<file path="src/rtl/mem_rr_arbiter_if.sv">
// Bundle of request, response and memory-side signals for mem_rr_arbiter.
// The slave modport is the arbiter's view; master is the client/memory side.
interface mem_rr_arbiter_if #(
  parameter int NUM_REQ = 2,
  parameter int DEPTH   = 16,
  parameter int WIDTH   = 8
);
  localparam int AW = $clog2(DEPTH);

  logic [NUM_REQ-1:0]       req_valid;
  logic [NUM_REQ-1:0]       req_ready;
  logic [NUM_REQ-1:0]       req_we;
  logic [NUM_REQ*AW-1:0]    req_addr;
  logic [NUM_REQ*WIDTH-1:0] req_wdata;
  logic [NUM_REQ-1:0]       rsp_valid;
  logic [WIDTH-1:0]         rsp_rdata;
  logic                     mem_write_en;
  logic [AW-1:0]            mem_addr;
  logic [WIDTH-1:0]         mem_data_in;
  logic [WIDTH-1:0]         mem_data_out;

  modport slave (
    input  req_valid, req_we, req_addr, req_wdata, mem_data_out,
    output req_ready, rsp_valid, rsp_rdata, mem_write_en, mem_addr, mem_data_in
  );

  modport master (
    output req_valid, req_we, req_addr, req_wdata, mem_data_out,
    input  req_ready, rsp_valid, rsp_rdata, mem_write_en, mem_addr, mem_data_in
  );
endinterface

</file>
<file path="src/rtl/mem_rr_arbiter.sv">
// Round-robin sequencer sharing one single-port memory among NUM_REQ clients.
// One request in flight: IDLE (accept) -> ACCESS (drive memory) -> RESP (pulse owner).
module mem_rr_arbiter #(
  parameter int NUM_REQ = 2,
  parameter int DEPTH   = 16,
  parameter int WIDTH   = 8
) (
  input  logic                clk,
  input  logic                rst_n,
  mem_rr_arbiter_if.slave     bus
);
  localparam int AW = $clog2(DEPTH);
  localparam int GW = $clog2(NUM_REQ);
  localparam logic [GW:0] NUM_REQ_W = (GW+1)'(NUM_REQ);

  typedef enum logic [1:0] {
    S_IDLE   = 2'd0,
    S_ACCESS = 2'd1,
    S_RESP   = 2'd2
  } state_t;

  state_t             r_state;
  state_t             w_state_next;
  logic [GW-1:0]      r_last_grant;
  logic [GW-1:0]      r_owner;
  logic               r_we;
  logic [AW-1:0]      r_addr;
  logic [WIDTH-1:0]   r_wdata;
  logic [WIDTH-1:0]   r_rsp_rdata;

  logic [AW-1:0]      w_addr_arr  [NUM_REQ];
  logic [WIDTH-1:0]   w_wdata_arr [NUM_REQ];
  logic [GW:0]        w_sum       [NUM_REQ];
  logic [GW-1:0]      w_cand      [NUM_REQ];
  logic               w_found;
  logic [GW-1:0]      w_winner;
  logic               w_xfer;

  // w_cand[k] is the requester index at rotation offset k+1 past the last grant.
  generate
    for (genvar gi = 0; gi < NUM_REQ; gi++) begin : g_req
      assign w_addr_arr[gi]  = bus.req_addr[gi*AW +: AW];
      assign w_wdata_arr[gi] = bus.req_wdata[gi*WIDTH +: WIDTH];
      assign w_sum[gi]       = {1'b0, r_last_grant} + (GW+1)'(gi + 1);
      assign w_cand[gi]      = (w_sum[gi] >= NUM_REQ_W) ? GW'(w_sum[gi] - NUM_REQ_W)
                                                        : GW'(w_sum[gi]);
    end
  endgenerate

  // Scan from the farthest offset down so the nearest valid requester wins.
  always_comb begin
    w_found  = 1'b0;
    w_winner = '0;
    for (int k = NUM_REQ - 1; k >= 0; k--) begin
      if (bus.req_valid[w_cand[k]]) begin
        w_found  = 1'b1;
        w_winner = w_cand[k];
      end
    end
  end

  assign w_xfer = (r_state == S_IDLE) && w_found;

  always_ff @(posedge clk or negedge rst_n) begin
    if (!rst_n) begin
      r_state <= S_IDLE;
    end else begin
      r_state <= w_state_next;
    end
  end

  always_comb begin
    w_state_next = r_state;
    case (r_state)
      S_IDLE:   if (w_xfer) w_state_next = S_ACCESS;
      S_ACCESS: w_state_next = S_RESP;
      S_RESP:   w_state_next = S_IDLE;
      default:  w_state_next = S_IDLE;
    endcase
  end

  // Ready is gated by rst_n so no grant is advertised while reset is held.
  always_comb begin
    bus.req_ready    = '0;
    bus.rsp_valid    = '0;
    bus.mem_write_en = 1'b0;
    case (r_state)
      S_IDLE:   if (rst_n && w_found) bus.req_ready[w_winner] = 1'b1;
      S_ACCESS: bus.mem_write_en = r_we;
      S_RESP:   bus.rsp_valid[r_owner] = 1'b1;
      default:  ;
    endcase
  end

  always_ff @(posedge clk or negedge rst_n) begin
    if (!rst_n) begin
      r_last_grant <= GW'(NUM_REQ - 1);
      r_owner      <= '0;
      r_we         <= 1'b0;
      r_addr       <= '0;
      r_wdata      <= '0;
      r_rsp_rdata  <= '0;
    end else begin
      if (w_xfer) begin
        r_last_grant <= w_winner;
        r_owner      <= w_winner;
        r_we         <= bus.req_we[w_winner];
        r_addr       <= w_addr_arr[w_winner];
        r_wdata      <= w_wdata_arr[w_winner];
      end
      if (r_state == S_ACCESS) begin
        r_rsp_rdata <= r_we ? '0 : bus.mem_data_out;
      end
    end
  end

  // Address and write data only change on acceptance, so they hold outside ACCESS.
  assign bus.mem_addr    = r_addr;
  assign bus.mem_data_in = r_wdata;
  assign bus.rsp_rdata   = r_rsp_rdata;

endmodule

</file>
<file path="src/flat_wrapper.sv">
// flat-port wrapper written by rule: the top's interface ports become plain ports
module mem_rr_arbiter_flat 
#(
  parameter int NUM_REQ = 2,
  parameter int DEPTH   = 16,
  parameter int WIDTH   = 8
)
  (clk, rst_n, bus_req_valid, bus_req_we, bus_req_addr, bus_req_wdata, bus_mem_data_out, bus_req_ready, bus_rsp_valid, bus_rsp_rdata, bus_mem_write_en, bus_mem_addr, bus_mem_data_in);
  mem_rr_arbiter_if #(.NUM_REQ(NUM_REQ), .DEPTH(DEPTH), .WIDTH(WIDTH)) bus_i ();
  input  logic clk;
  input  logic rst_n;
  input wire logic [$bits(bus_i.req_valid)-1:0] bus_req_valid;
  input wire logic [$bits(bus_i.req_we)-1:0] bus_req_we;
  input wire logic [$bits(bus_i.req_addr)-1:0] bus_req_addr;
  input wire logic [$bits(bus_i.req_wdata)-1:0] bus_req_wdata;
  input wire logic [$bits(bus_i.mem_data_out)-1:0] bus_mem_data_out;
  output wire logic [$bits(bus_i.req_ready)-1:0] bus_req_ready;
  output wire logic [$bits(bus_i.rsp_valid)-1:0] bus_rsp_valid;
  output wire logic [$bits(bus_i.rsp_rdata)-1:0] bus_rsp_rdata;
  output wire logic [$bits(bus_i.mem_write_en)-1:0] bus_mem_write_en;
  output wire logic [$bits(bus_i.mem_addr)-1:0] bus_mem_addr;
  output wire logic [$bits(bus_i.mem_data_in)-1:0] bus_mem_data_in;
  assign bus_i.req_valid = bus_req_valid;
  assign bus_i.req_we = bus_req_we;
  assign bus_i.req_addr = bus_req_addr;
  assign bus_i.req_wdata = bus_req_wdata;
  assign bus_i.mem_data_out = bus_mem_data_out;
  assign bus_req_ready = bus_i.req_ready;
  assign bus_rsp_valid = bus_i.rsp_valid;
  assign bus_rsp_rdata = bus_i.rsp_rdata;
  assign bus_mem_write_en = bus_i.mem_write_en;
  assign bus_mem_addr = bus_i.mem_addr;
  assign bus_mem_data_in = bus_i.mem_data_in;
  mem_rr_arbiter #(.NUM_REQ(NUM_REQ), .DEPTH(DEPTH), .WIDTH(WIDTH)) u_core (.clk(clk), .rst_n(rst_n), .bus(bus_i));
endmodule
</file>
<file path="config.mk">
export PLATFORM = sky130hd
export DESIGN_NAME = mem_rr_arbiter_flat
export DESIGN_NICKNAME = d
export VERILOG_FILES = /design/src/rtl/mem_rr_arbiter_if.sv /design/src/rtl/mem_rr_arbiter.sv /design/src/flat_wrapper.sv
export SDC_FILE = /design/constraint.sdc
export NUM_CORES = 1
export LEC_CHECK = 0
export ABC_AREA = 1
export CORE_MARGIN = 2
export CORE_UTILIZATION = 42
export DETAILED_ROUTE_END_ITERATION = 10
export MAX_ROUTING_LAYER = met4
export PLACE_DENSITY = 0.87
export SYNTH_ARGS = -nofsm -noshare
export SYNTH_HDL_FRONTEND = slang
export SYNTH_SLANG_ARGS = --single-unit
</file>
<file path="constraint.sdc">
create_clock -name clk -period 2.8 [get_ports clk]
set_input_delay 0.28 -clock clk [delete_from_list [all_inputs] [get_ports clk]]
set_output_delay 0.28 -clock clk [all_outputs]
set_load 0.05 [all_outputs]
</file>
# Word-level counts from Yosys, hierarchy flattened
# Cells that the tools add are included.
# classes
addsub	4
multipliers	0
n_div	0
order_cmp	9
n_eq_ne	3
shifts	0
n_mux	29
bitwise_logic	1
reduce_logical	5
# op_table
cell	count
2-to-1 mux 8 bit	4
2-to-1 mux 1 bit	15
2-to-1 mux 4 bit	3
less-than comparator 1 x 2 -> 1 bit, second input constant	4
2-to-1 mux 2 bit	4
>= comparator 2 bit, second input constant	3
logical AND 1 bit	4
one-hot mux 2 bit (2 select lines)	1
adder 1 x 1 -> 2 bit, second input constant	1
adder 1 x 2 -> 2 bit, second input constant	1
demux 1 bit (select 1 bit)	2
equality test 2 x 1 -> 1 bit, second input constant	1
equality test 2 bit, second input constant	1
>= comparator 1 bit, second input constant	2
zero test 2 bit	1
!= test 2 x 1 -> 1 bit, second input constant	1
NOT 1 -> 2 bit	1
subtractor 1 bit, second input constant	2
# totals
reg_bits	25
latchBits	0
ram_bits	0
romBits	0
in_bits	38
out_inout_bits	25
n_memories	0

# Depth between registers and ports, before layout
# depth
word_depth	13
ltp_mapped	7
mapped_depth_nobuf	6

# Worst setup path after synthesis
# Ideal clock, no wire load.
# synth_path
kind	register -> output
start	reg u_core.r_state[1]
end	out bus_req_ready[0]
t_arrival_ns	1.894
required_time_ns	2.520
path_slack_ns	0.626
stages_incl_launch_ff	5
path_cell_list	dfrtp_1 > nor2_4 > o21ai_2 > buf_4 > nor3_1
# synth_between
elab_chain_cells	2
# synth_lines
item	line_no	rtl
start: declaration	mem_rr_arbiter.sv:22	state_t r_state;
start signal: assignment	mem_rr_arbiter.sv:68	r_state <= w_state_next;
zero test 2 bit	mem_rr_arbiter.sv:87	case (r_state)
2-to-1 mux 2 bit	mem_rr_arbiter.sv:87	
end: declaration	flat_wrapper.sv:17	output wire logic [$bits(bus_i.req_ready)-1:0] bus_req_ready;
# No other way between the ends.

# Worst setup path in the final report
# layout_path
start	reg u_core.r_last_grant
end	out bus_req_ready[0]
# layout_between
elab_chain_cells	13
word_cells_on_any_way	24
cone_classes	add/sub: 4; order compare: 4; mux: 14; reduce/logical: 2
# layout_lines
item	line_no	rtl
start: declaration	mem_rr_arbiter.sv:24	logic [GW-1:0] r_last_grant;
start signal: assignment	mem_rr_arbiter.sv:97	r_last_grant <= GW'(NUM_REQ - 1);
start signal: assignment	mem_rr_arbiter.sv:105	r_last_grant <= w_winner;
adder 1 x 2 -> 2 bit	mem_rr_arbiter.sv:44	assign w_sum[gi] = {1'b0, r_last_grant} + (GW+1)'(gi + 1);
>= comparator 2 bit / subtractor 1 bit (equally long branches)	mem_rr_arbiter.sv:45	assign w_cand[gi] = (w_sum[gi] >= NUM_REQ_W) ? GW'(w_sum[gi] - NUM_REQ_W)
2-to-1 mux 1 bit	mem_rr_arbiter.sv:45	
2-to-1 mux 1 bit (not written as such) (2 in series)	mem_rr_arbiter.sv:55	if (bus.req_valid[w_cand[k]]) begin
2-to-1 mux 1 bit (2 in series)	mem_rr_arbiter.sv:55	
less-than comparator 1 x 2 -> 1 bit (not written as such) / >= comparator 1 bit (equally long branches)	mem_rr_arbiter.sv:88	S_IDLE: if (rst_n && w_found) bus.req_ready[w_winner] = 1'b1;
logical AND 1 bit (not written as such)	mem_rr_arbiter.sv:88	
2-to-1 mux 1 bit (not written as such)	mem_rr_arbiter.sv:88	
demux 1 bit (select 1 bit)	--	
2-to-1 mux 2 bit (*)	mem_rr_arbiter.sv:88	
2-to-1 mux 2 bit (*)	mem_rr_arbiter.sv:87	
# Mark *: on every way between the ends. The rest lies on a longest branch, timed or not. The select of a mux whose other input is x is not followed.

==> metrics <==
outcome finished clean; Remaining Overflow, GRT 0; Synth top area share 0.493; Seq cells post-synth 25; vias in the first global route roughly 1100; syn avg cell area just under 8 um^2; Most Crowded Layer GR met2; CTS sink cnt 25; synthesized-area fraction occupied by adder cells 0; via count roughly 1200; Die W just under 60 um; area leader, netlist dfrtp_1; Synth Area in Compound Gates 0.0473; Synth Area in Simple Gates 0.373; # rows 19; Pwr Density between 1000 and 1500 nW/um^2; GR Layer Usage met2 0.307; total track usage 0.184; Startpoint Class flip-flop; Final TNS setup 0 ps; Routed Antenna Nets 0; Synth Instances 157; DRT Pass-1 Iters 4; insertion delay to the later sink of the worst-skew pair 310 ps; share of post-route cells with drive strength above 1 0.0868; CP Capture Type output pin; root buffer cell clkbuf_4; post-cts gate resize count 0; critical path class flip-flop to output pin; Max Cap Violations 0; First DRT Iteration DRCs 35; Req. time, crit path about 2500 ps; area grow syn2layout 55.8%; crit path cell chain nand2_1 > nand2_2 > inv_2 > nor3_1 > buf_12; worst slew pin tran 516 ps; Ys Warns 0; met1 Track Usage GR 0.240; CP Max Fanout 14; Setup Viol. Count Final 0; total power around 2200 uW; DP Wirelength 2240 um; FMAX 432 MHz; H-tree Lvls 1; Chip Height 57.8 um; largest cells by area after synthesis dfrtp_1 49%, nand2_1 24%, nand3_1 5.3%; post-synthesis sequential area ratio 0.515; Die ar. 3350 um^2; global-route wire length before repair 4730 um; IO Pins 63; CTS Buf Count 3; Initial Util 0.441; Post-Syn Area 1220 um^2; CP max stage delay 560 ps; Vias/cell 4.78; Synth cell types 19; Critical Path AT 2030 ps; worst hold-check path type input port to asynchronous set/reset pin; post-synthesis mux area share 0; GR Layer Usage met3 0.0201; final worst path period share 0.826; Port Buffer Count 62; worst clock skew 3.40 ps; minimum clock period 2310 ps; CTS tree done; Final GP Congestion 0.742; largest net degree at the start of global routing 26; hold_buf cts 0; clock-pin slew on the worst setup and hold paths ~140 ps; unrepaired setup endpoints after global routing no; Post-Syn Nets 195; largest family of logic cells by synthesized area simple AND/OR/NAND/NOR gates; fill count 243; Max-Slew Margin vs Limit 0.655; R2R Setup Slk 1300 ps; nets approximately 260; worst vdd ir ~1000 uV; n_diodes 0; core area 2760 um^2; CTS Buffer Depth 2; total length of routed wires about 2800 um; Post-CTS Setup Inserts 0; Pleak 0.000912 uW; Synth Area in XOR/XNOR 0; # DRC 0; Worst path slowest cell dfstp_2; WL per Instance approximately 11 um; initial antenna violation count 0; Hold Fails Final Rpt 0; fin. max-slew vios 0
[power breakdown]
part	switching (uW)	internal (uW)	total (uW)
clock	106	54.3	160
sequential	105	543	647
combinational	952	474	1430
total	1160	1070	2230
[routing by layer]
| metal | routed length (um) | vias to the layer above |
|---|---|---|
| met3 | 131 | 4 |
| li1 | - | 612 |
| met1 | 1270 | 543 |
| met5 | 0 | - |
| met4 | 34 | 0 |
| met2 | 1410 | 35 |
[flip-flops by register name, indices dropped and copies added (netlist names)]
signal and flops:
u_core.bus.mem_data_in 8, u_core.bus.rsp_rdata 8, u_core.bus.mem_addr 4, u_core.r_state 2
u_core.r_last_grant 1, u_core.r_owner 1, u_core.r_we 1
[per-stage QoR]
stage	util	area [um^2]	hold slack, ps	setup WS, ps	std cells
after floorplan	-	1220	-15.6	626	157
after global placement	0.677	1870	462	567	246
after detailed placement	0.677	1870	464	518	246
after CTS	0.688	1900	358	474	250
after global routing	0.688	1900	370	340	250
final	0.688	1900	350	488	250
[final timing paths]
path | from | endpoint | cells past startpoint
max | u_core.r_last_grant | bus_req_ready[0] | 5
min | rst_n | u_core.r_state[0] | 2
max reg2reg | u_core.r_last_grant | u_core.r_owner | 5
min reg2reg | u_core.r_last_grant | u_core.r_last_grant | 2
max in group asynchronous | rst_n | u_core.r_last_grant | 2
min in group clk | u_core.r_last_grant | u_core.r_last_grant | 2
[cells in the mapped netlist, drive strengths merged]
cell	n
a21oi	8
nor2	13
nor3	4
nand2	78
inv	6
nand3	13
o21ai	2
clkinv	1
dfrtp	24
buf	7
dfstp	1
[worst max-delay path: cells and delay by family (launching register included)]
family	cells	cell delay, ps
buf+inv	2	240
flops	1	560
simple gates	3	930
[layout make-up]
| cell class | instances | area (um^2) | share of cell area |
|---|---|---|---|
| timing repair buffer | 65 | 663 | 0.350 |
| sequential | 25 | 627 | 0.330 |
| multi-input combinational | 118 | 512 | 0.270 |
| tap | 31 | 38.8 | 0.0204 |
| inverter | 7 | 26.3 | 0.0139 |
| clock buffer | 3 | 22.5 | 0.0119 |
| clock inverter | 1 | 7.51 | 0.00396 |
[layout by cell type, fill, tap and decap left out]
cell / instances
nand2_1: 77
clkdlybuf4s50_1: 60
dfrtp_1: 24
nand3_1: 13
nor2_1: 9
a21oi_1: 7
inv_1: 4
nor3_1: 4
nor2_4: 3
clkbuf_4: 3
buf_4: 3
inv_2: 2
buf_12: 2
nand2_2: 1
o21ai_2: 1
clkinv_1: 1
nor2_2: 1
a21oi_2: 1
o21ai_1: 1
clkinvlp_4: 1
dfstp_2: 1
[cell families after synthesis]
family | after synthesis
AND/OR/NAND/NOR | 108
flip-flops | 25
AO/OA/AOI/OAI | 10
buffers and inverters | 14
Power figures use the tool's default switching activity.
